==> config.mk <==
export PLATFORM = sky130hd
export DESIGN_NAME = fir_tap_loader
export DESIGN_NICKNAME = d
export VERILOG_FILES = /design/src/rtl/fir_pkg.sv /design/src/rtl/fir_tap_loader_ram.sv /design/src/rtl/fir_tap_loader.sv
export SDC_FILE = /design/constraint.sdc
export NUM_CORES = 1
export LEC_CHECK = 0
export CAP_MARGIN = 10
export CORE_ASPECT_RATIO = 1.25
export CORE_UTILIZATION = 56
export CTS_BUF_LIST = sky130_fd_sc_hd__clkbuf_8
export DETAILED_ROUTE_END_ITERATION = 10
export PLACE_DENSITY_LB_ADDON = 0.3
export SLEW_MARGIN = 20
export SYNTH_ARGS = -nofsm -noshare
export SYNTH_HDL_FRONTEND = slang
export SYNTH_SLANG_ARGS = --single-unit
==> constraint.sdc <==
create_clock -name clk -period 2.8 [get_ports clk]
set_input_delay 0.56 -clock clk [delete_from_list [all_inputs] [get_ports clk]]
set_output_delay 0.56 -clock clk [all_outputs]
set_load 0.03 [all_outputs]
==> src/rtl/fir_pkg.sv <==
// -----------------------------------------------------------------------------
// fir_pkg
// Shared types and helpers for the FIR tap-programming path.
//   state_t        : loader state machine encoding
//   checksum_width : width of the optional load checksum (tap width + log2 taps),
//                    wide enough that summing every tap of a full load cannot
//                    overflow before the modulo wrap.
// -----------------------------------------------------------------------------
package fir_pkg;

    typedef enum logic [2:0] {
        SM_IDLE,
        SM_FLUSH,
        SM_PREFETCH,
        SM_STREAM,
        SM_WAIT_DONE
    } state_t;

    function automatic int checksum_width(input int tap_width, input int num_taps_log2);
        return tap_width + num_taps_log2;
    endfunction

endpackage

==> src/rtl/fir_tap_loader_ram.sv <==
// -----------------------------------------------------------------------------
// fir_tap_loader_ram
// Simple dual-port coefficient RAM: one synchronous write port, one synchronous
// read port with 1-cycle latency (read data registered on the clock edge that
// samples i_rd_addr). Contents are never reset.
// Ports:
//   clk       : clock
//   i_wr_en   : write strobe
//   i_wr_addr : write address
//   i_wr_data : write data
//   i_rd_addr : read address, sampled every cycle
//   o_rd_data : registered read data
// -----------------------------------------------------------------------------
module fir_tap_loader_ram #(
    parameter int G_ADDR_WIDTH = 4,
    parameter int G_DATA_WIDTH = 16
) (
    input  logic                    clk,
    input  logic                    i_wr_en,
    input  logic [G_ADDR_WIDTH-1:0] i_wr_addr,
    input  logic [G_DATA_WIDTH-1:0] i_wr_data,
    input  logic [G_ADDR_WIDTH-1:0] i_rd_addr,
    output logic [G_DATA_WIDTH-1:0] o_rd_data
);

    logic [G_DATA_WIDTH-1:0] r_mem [0:(2**G_ADDR_WIDTH)-1];
    logic [G_DATA_WIDTH-1:0] r_rd_data;

    always_ff @(posedge clk) begin
        if (i_wr_en) begin
            r_mem[i_wr_addr] <= i_wr_data;
        end
        r_rd_data <= r_mem[i_rd_addr];
    end

    assign o_rd_data = r_rd_data;

endmodule

==> src/rtl/fir_tap_loader.sv <==
// -----------------------------------------------------------------------------
// fir_tap_loader
// Transmit end of the FIR tap-programming interface. A host fills a local
// coefficient RAM; on start the loader drops fir_enable for G_FLUSH_CYCLES to
// restart the FIR, streams taps 0..T-1 with a valid/ready handshake, then waits
// for fir_tap_done (or times out).
// Optional feature macro: FIR_TAP_LOADER_CHECKSUM_EN -- when defined, checksum
// accumulates the sign-extended handshaked taps of each load; otherwise 0.
// Ports:
//   clk, reset (async, active-high)
//   cfg_wr_addr/cfg_wr_data/cfg_wr_en : host RAM write port (idle only)
//   cfg_wr_drop    : 1-cycle pulse when a host write is discarded
//   start          : load request, sampled in SM_IDLE only
//   busy/done/error: status (done/error sticky until next accepted start)
//   fir_enable     : FIR enable
//   tap_dout/tap_dout_valid/tap_dout_ready : tap stream to the FIR
//   fir_tap_done   : FIR load-complete indication
//   checksum       : optional load checksum
// -----------------------------------------------------------------------------
module fir_tap_loader
    import fir_pkg::*;
#(
    parameter int G_NUM_TAPS_LOG2 = 4,
    parameter int G_TAP_WIDTH     = 16,
    parameter int G_FLUSH_CYCLES  = 2,
    parameter int G_DONE_TIMEOUT  = 15
) (
    input  logic                       clk,
    input  logic                       reset,
    input  logic [G_NUM_TAPS_LOG2-1:0] cfg_wr_addr,
    input  logic [G_TAP_WIDTH-1:0]     cfg_wr_data,
    input  logic                       cfg_wr_en,
    output logic                       cfg_wr_drop,
    input  logic                       start,
    output logic                       busy,
    output logic                       done,
    output logic                       error,
    output logic                       fir_enable,
    output logic [G_TAP_WIDTH-1:0]     tap_dout,
    output logic                       tap_dout_valid,
    input  logic                       tap_dout_ready,
    input  logic                       fir_tap_done,
    output logic [checksum_width(G_TAP_WIDTH, G_NUM_TAPS_LOG2)-1:0] checksum
);

    localparam int AW  = G_NUM_TAPS_LOG2;
    localparam int TW  = G_TAP_WIDTH;
    localparam int CW  = checksum_width(G_TAP_WIDTH, G_NUM_TAPS_LOG2);
    localparam int FCW = (G_FLUSH_CYCLES > 1) ? $clog2(G_FLUSH_CYCLES) : 1;
    localparam int TCW = (G_DONE_TIMEOUT > 0) ? $clog2(G_DONE_TIMEOUT + 1) : 1;

    localparam logic [FCW-1:0] FLUSH_LAST = FCW'(G_FLUSH_CYCLES - 1);
    localparam logic [TCW-1:0] TO_LAST    = TCW'(G_DONE_TIMEOUT);
    localparam logic [AW-1:0]  TAP_LAST   = '1;

    state_t          r_state;
    state_t          w_state_nxt;
    logic            r_busy;
    logic            r_done;
    logic            r_error;
    logic            r_wr_drop;
    logic            r_fir_enable;
    logic [TW-1:0]   r_tap_dout;
    logic            r_tap_valid;
    logic [FCW-1:0]  r_flush_cnt;
    logic [TCW-1:0]  r_to_cnt;
    logic [AW-1:0]   r_rd_ptr;    // address whose word currently sits on w_rd_data
    logic [AW-1:0]   r_tap_idx;   // index of the tap currently on tap_dout
    logic [AW-1:0]   w_rd_addr;
    logic [TW-1:0]   w_rd_data;
    logic            w_hs;
    logic            w_ram_we;
    logic            w_start_acc;

    assign w_hs        = r_tap_valid && tap_dout_ready;
    assign w_ram_we    = cfg_wr_en && (r_state == SM_IDLE);
    assign w_start_acc = start && (r_state == SM_IDLE);

    fir_tap_loader_ram #(
        .G_ADDR_WIDTH (AW),
        .G_DATA_WIDTH (TW)
    ) u_ram (
        .clk       (clk),
        .i_wr_en   (w_ram_we),
        .i_wr_addr (cfg_wr_addr),
        .i_wr_data (cfg_wr_data),
        .i_rd_addr (w_rd_addr),
        .o_rd_data (w_rd_data)
    );

    always_ff @(posedge clk or posedge reset) begin
        if (reset) begin
            r_state <= SM_IDLE;
        end else begin
            r_state <= w_state_nxt;
        end
    end

    // Read address is speculative: it re-reads the pending word while stalled
    // and jumps ahead on a handshake so back-to-back handshakes see fresh data.
    always_comb begin
        w_state_nxt = r_state;
        w_rd_addr   = r_rd_ptr;
        unique case (r_state)
            SM_IDLE: begin
                if (start) begin
                    w_state_nxt = SM_FLUSH;
                end
            end
            SM_FLUSH: begin
                if (r_flush_cnt == FLUSH_LAST) begin
                    w_rd_addr   = '0;
                    w_state_nxt = SM_PREFETCH;
                end
            end
            SM_PREFETCH: begin
                w_rd_addr   = AW'(1);
                w_state_nxt = SM_STREAM;
            end
            SM_STREAM: begin
                if (w_hs) begin
                    w_rd_addr = r_rd_ptr + AW'(1);
                    if (r_tap_idx == TAP_LAST) begin
                        w_state_nxt = SM_WAIT_DONE;
                    end
                end
            end
            SM_WAIT_DONE: begin
                if (fir_tap_done || (r_to_cnt == TO_LAST)) begin
                    w_state_nxt = SM_IDLE;
                end
            end
            default: w_state_nxt = SM_IDLE;
        endcase
    end

    always_ff @(posedge clk or posedge reset) begin
        if (reset) begin
            r_busy       <= 1'b0;
            r_done       <= 1'b0;
            r_error      <= 1'b0;
            r_wr_drop    <= 1'b0;
            r_fir_enable <= 1'b0;
            r_tap_dout   <= '0;
            r_tap_valid  <= 1'b0;
            r_flush_cnt  <= '0;
            r_to_cnt     <= '0;
            r_rd_ptr     <= '0;
            r_tap_idx    <= '0;
        end else begin
            r_wr_drop <= cfg_wr_en && (r_state != SM_IDLE);
            unique case (r_state)
                SM_IDLE: begin
                    if (start) begin
                        r_busy       <= 1'b1;
                        r_done       <= 1'b0;
                        r_error      <= 1'b0;
                        r_fir_enable <= 1'b0;
                        r_flush_cnt  <= '0;
                    end
                end
                SM_FLUSH: begin
                    if (r_flush_cnt == FLUSH_LAST) begin
                        r_fir_enable <= 1'b1;
                    end else begin
                        r_flush_cnt <= r_flush_cnt + FCW'(1);
                    end
                end
                SM_PREFETCH: begin
                    r_tap_dout  <= w_rd_data;
                    r_tap_valid <= 1'b1;
                    r_rd_ptr    <= AW'(1);
                    r_tap_idx   <= '0;
                end
                SM_STREAM: begin
                    if (w_hs) begin
                        r_tap_dout <= w_rd_data;
                        r_rd_ptr   <= r_rd_ptr + AW'(1);
                        r_tap_idx  <= r_tap_idx + AW'(1);
                        if (r_tap_idx == TAP_LAST) begin
                            r_tap_valid <= 1'b0;
                            r_to_cnt    <= '0;
                        end
                    end
                end
                SM_WAIT_DONE: begin
                    if (fir_tap_done) begin
                        r_done <= 1'b1;
                        r_busy <= 1'b0;
                    end else if (r_to_cnt == TO_LAST) begin
                        r_error      <= 1'b1;
                        r_busy       <= 1'b0;
                        r_fir_enable <= 1'b0;
                    end else begin
                        r_to_cnt <= r_to_cnt + TCW'(1);
                    end
                end
                default: ;
            endcase
        end
    end

`ifdef FIR_TAP_LOADER_CHECKSUM_EN
    logic [CW-1:0] r_checksum;

    always_ff @(posedge clk or posedge reset) begin
        if (reset) begin
            r_checksum <= '0;
        end else if (w_start_acc) begin
            r_checksum <= '0;
        end else if (w_hs) begin
            r_checksum <= r_checksum + {{AW{r_tap_dout[TW-1]}}, r_tap_dout};
        end
    end

    assign checksum = r_checksum;
`else
    assign checksum = CW'(0);
`endif

    assign cfg_wr_drop    = r_wr_drop;
    assign busy           = r_busy;
    assign done           = r_done;
    assign error          = r_error;
    assign fir_enable     = r_fir_enable;
    assign tap_dout       = r_tap_dout;
    assign tap_dout_valid = r_tap_valid;

endmodule

## Yosys cells after proc, flatten, opt, wreduce, memory -nomap -nowiden

Memories as Yosys holds them, arrays and structs flattened. A register that Yosys moved wholly into a read port is not among the register bits.
Index checks and enable logic that the tools add are counted.
Widths: inputs -> output; s select.

- RAM bits: 256
- Memories: 1
- Output and inout port bits: 42
- Register bits after elaboration: 38

Memories:

| name | depth | width | read ports | clocked after Yosys merged registers in | write ports | RTL line | text |
|---|---|---|---|---|---|---|---|
| u_ram.r_mem | 16 | 16 | 1 | 1 | 1 | fir_tap_loader_ram.sv:26 | `logic [G_DATA_WIDTH-1:0] r_mem [0:(2**G_ADDR_WIDTH)-1];` |

- Add/sub/neg operators: 4
- Equal/unequal tests: 16
- Muxes and demuxes: 39
- Reductions and logical operators: 20

Operator list:

| operator | count |
|---|---|
| $pmux 16 s2 | 1 |
| $mux 4 | 7 |
| $pmux 4 s2 | 3 |
| $ne 2x2->1 const B | 9 |
| $mux 16 | 1 |
| $mux 3 | 5 |
| $pmux 3 s5 | 1 |
| $reduce_and 5->1 | 3 |
| $mux 1 | 14 |
| $add 4x1->4 const B | 3 |
| $pmux 4 s3 | 1 |
| $pmux 1 s2 | 5 |
| $reduce_and 3->1 | 3 |
| $eq 4x4->1 const B | 2 |
| $reduce_bool 2->1 | 4 |
| $eq 3x2->1 const B | 2 |
| $reduce_bool 3->1 | 2 |
| $reduce_and 2->1 | 2 |
| $reduce_and 4->1 | 1 |
| $eq 3x1->1 const B | 1 |
| $eq 3x3->1 const B | 1 |
| $logic_and 1x1->1 | 3 |
| $logic_not 3->1 | 1 |
| $ne 3x3->1 const B | 1 |
| 3 further kinds | 3 |

## Logic depth before layout (Yosys ltp)

- Depth in word-level cells: 4
- Gate-level depth with buffers: 11
- Gate-level depth less buffers: 7

## By module

Synthesis repeated with hierarchy kept, for this count alone.

- Cells, all modules: 626
- Area total of the unflattened synthesis: 12011.5 um2

By module, submodules not included:

| module | area each (um2) | cells an instance | times used |
|---|---|---|---|
| fir_tap_loader_ram | 10042.1 | 432 | 1 |
| fir_tap_loader | 1969.4 | 194 | 1 |

## Worst setup path after synthesis

No wires, ideal clock.

- Path type: register to register
- From: register r_state[2]
- To: memory u_ram.r_mem[0][0], enable pin
- Slack: -0.208 ns
- Arrival time: 2.598 ns
- Setup time: 0.409 ns
- Stages on the path, launching flop included: 7
- Period minus slack after synthesis: 3.008 ns
- Data required time: 2.391 ns
- Cell sequence: dfrtp_1 buf_6 clkbuf_1 nor3_1 nand2_1 or3_1 nor3_1

- Word-level cells in the longest chain between the ends: 4

Ends and longest elaborated chain:

| element | RTL line | text |
|---|---|---|
| from (decl) | fir_tap_loader.sv:56 | `state_t r_state;` |
| from (signal assigned) | fir_tap_loader.sv:95 | `r_state <= w_state_nxt;` |
| $logic_not 3->1 | fir_tap_loader.sv:76 | `assign w_ram_we = cfg_wr_en && (r_state == SM_IDLE);` |
| $logic_and 1x1->1 | fir_tap_loader.sv:76 |  |
| $mux 1 | fir_tap_loader_ram.sv:30 | `if (i_wr_en) begin` |
| $mux 1 (not written as such) | fir_tap_loader_ram.sv:31 | `r_mem[i_wr_addr] <= i_wr_data;` |
| to (decl) | fir_tap_loader_ram.sv:26 |  |

No other way between the ends.

## Final worst setup path

- From: register r_state[0]
- To: register u_ram.r_rd_data[4], in the netlist u_ram.o_rd_data[4] (read register of u_ram.r_mem)

- Word-level cells in the longest chain between the ends: 2
- Elaborated cells between the ends (all ways): 4
- Those cells by class: eq/ne: 3; mux: 1

Ends and longest elaborated chain:

| element | RTL line | text |
|---|---|---|
| $eq 3x2->1 or $eq 3x1->1 (tied branches) | fir_tap_loader.sv:104 | `unique case (r_state)` |
| $pmux 4 s3 * | fir_tap_loader.sv:104 |  |
| to (decl) | fir_tap_loader_ram.sv:27 | `logic [G_DATA_WIDTH-1:0] r_rd_data;` |

Every way passes the cells marked *; elsewhere a longest branch is shown, timed or not.
A chain may end at the register's enable or synchronous reset.

==> key figures <==
Final layout
  – Antenna diode count: 0
  – Finished Layout Cells: between 1,000 and 1,500
  – Layout cells sized above 1: 17.2%
  – Final Cell Area: between 10,000 and 15,000 µm²
  – P&R area growth vs syn: 17.7%
  – Final Net Count: around 1,000

Logic synthesis
  – Sequential fraction of the synthesis area: 70.8%
  – FFs w/ async S/R, synth: between 10% and 20%
  – YS warnings: 0
  – Commonest cells post-synth: edfxtp_1, nand2_1, inv_1, mux2i_1, a21oi_1
  – Top post-synthesis cells by area: edfxtp_1, dfrtp_1, mux2i_1
  – Post-Syn Instances: 891
  – Primary FF master, synth: edfxtp_1
  – EDFF count, synth: approximately 260
  – #FFs+latches synth: 310
  – Count leader, synth: edfxtp_1
  – Mapped cell area: 12,600 µm²
  – Unique cell type count in the Yosys netlist: 57
  – Yosys top cell area share: about 61%
  – Leading area contributor after synthesis: edfxtp_1
  – Syn_area_per_cell: roughly 14 µm²

Clock tree
  – Worst-path clk slew: 0.06 ns
  – TritonCTS Buffers: between 40 and 50
  – Cts hold-fix bufs: 0
  – Worst-skew pair later-pin latency: ~0.55 ns
  – Clock sinks: 310
  – Clock Tree Root: clkbuf_8
  – CTS Buffer Depth: 3
  – Number of buffers added for setup after CTS: 0
  – CTS tree: done
  – Resized Gates After CTS: 0
  – H-tree levels: 2

STA
  – Final hold slack: roughly 0.43 ns
  – Max Slew Vio Count: 0
  – Setup TNS: 0 ns
  – Worst Tran Pin Value: 0.600 ns
  – RSZ-0062 raised after global routing: false
  – Final hold violations: 0
  – Final period utilization: slightly above 90%
  – Relative slew margins: between 50% and 60%
  – # setup viols final: 0
  – Minimum clock period after layout: 2.54 ns
  – Worst clock skew: 0.0163 ns
  – FMAX: about 400 MHz
  – Setup slack after layout: about 0.26 ns

Power
  – PD cells: between 1000 and 1500 nW/µm²
  – Leak: about 5.6 nW
  – Worst vdd ir: about 0.00075 V

Floorplanning
  – IO Count: 68
  – Initial Util: between 50 and 60%
  – Die height: 170 µm
  – Die Wd: between 100 and 150 µm
  – Die footprint: approximately 23,000 µm²
  – Row count: just over 60
  – Core Region: approximately 22,000 µm²

Placement
  – Inst Count DP: 1,249
  – DP Worst Slack: -0.240 ns
  – Post-DP HPWL: 18,000 µm
  – Placed Area: around 14,000 µm²
  – Placer Congestion: just over 0.9
  – Port Buf Inserts: 47

Global routing
  – Largest net degree at the start of global routing: 39
  – First-pass GRT wire length: around 45,000 µm
  – Initial antenna violation count: 0
  – All-Layer GR Usage: 26.2%
  – Vias in the first global route: between 7,000 and 8,000
  – Congestion Overflow GR: 0

Worst setup path
  – CP Max Fanout: 37
  – Setup CP Type: reg2reg
  – CP arrival: 2.95 ns
  – Startpoint Class: flip-flop
  – Crit. End Element: flip-flop
  – WP data required: about 3.2 ns

Drt
  – Vias: approximately 8,000
  – Drt first-iter violations: 826
  – Avg WL per Cell: 22.1 µm
  – 1st-pass router iterations: 6
  – # DRC: 0
  – Vias/cell: approximately 6
  – Post-Route WL: about 29,000 µm
  – Post-route ant nets: 0

Outcome
  – Status: complete, no violations

Job
  – Max-Cap Viols: 0

Worst hold path
  – Hold WC Path Type: in2async
-- registers in the layout (all words and copies together) (netlist names) --
register,count
r_tap_idx,4
r_to_cnt,4
fir_enable,1
u_ram.r_mem,256
u_ram.o_rd_data,16
r_flush_cnt,1
r_state,3
done,1
r_rd_ptr,4
error,1
tap_dout,16
busy,1
cfg_wr_drop,1
tap_dout_valid,1
-- critical path, stage by stage (launching register included) --
cell	delay, ns
dfrtp_1	0.43
buf_4	0.20
and3b_1	0.22
nand3_2	0.13
and3_2	0.31
buf_12	0.23
o221ai_1	0.16
and3_1	0.22
or4_1	0.48
-- stage by stage --
| stage | util [%] | power, mW |
|---|---|---|
| 3_3_place_gp | 63.1 | 11.8 |
| 3_5_place_dp | 63.1 | 12.0 |
| 2_1_floorplan | - | 9.41 |
| 5_1_grt | 67.0 | 16.1 |
| 4_1_cts | 67.0 | 15.4 |
| 6_report | 67.0 | 15.4 |
-- layout by cell type (no fill, tap or decap), types with 17 or more instances in the layout --
master,instances
a211oi_1,33
a21oi_1,44
a31oi_1,19
and3_1,17
buf_12,17
buf_4,66
clkbuf_8,50
clkdlybuf4s50_1,47
conb_1,20
dfrtp_1,38
edfxtp_1,256
inv_1,82
mux2_2,17
mux2i_1,50
nand2_1,78
nor2_1,21
o221ai_1,32
o22ai_1,18
-- path summary, 6_finish.rpt --
path,cells past startpoint,startpoint,to,slack [ns]
min in group clk,1,u_ram.o_rd_data[2],tap_dout[2],0.46
hold reg to reg,1,u_ram.o_rd_data[2],tap_dout[2],0.46
max in group asynchronous,3,reset,cfg_wr_drop,2.01
setup reg to reg,8,r_state[0],u_ram.o_rd_data[4],0.26
hold / removal,3,reset,tap_dout[7],0.43
setup / recovery,8,r_state[0],u_ram.o_rd_data[4],0.26
-- final cells by class --
type                       instances  area [µm²]
clock buffer                      50         688
clock inverter                    35         190
fill                            1541        7320
inverter                          58         218
multi-input combinational        468        3170
sequential                       310        8960
tap                              283         354
timing repair buffer             130        1310
-- where the power goes --
part | internal [mW] | switching [mW]
logic | 2.71 | 3.43
clock network | 1.82 | 1.64
registers | 5.44 | 0.317
-- cells by family after synthesis --
kind of cell    synth area share (%)
fa+ha+maj                      0.297
simple gates                    7.05
xor+xnor                       0.277
flops                           70.8
mux                             5.47
compound gates                  10.8
other cells                   0.0296
buf+inv                         5.22
-- per-layer routing --
| metal | share of wire (%) | routed length (µm) | track usage (%) |
|---|---|---|---|
| met5 | 0 | 0 | 0 |
| met4 | 3.5 | 1040 | 11.1 |
| met3 | 7.2 | 2120 | 4.17 |
| met2 | 52 | 15300 | 46.1 |
| met1 | 37 | 11000 | 31.8 |
Note: power is estimated with default switching activity, not from simulation.
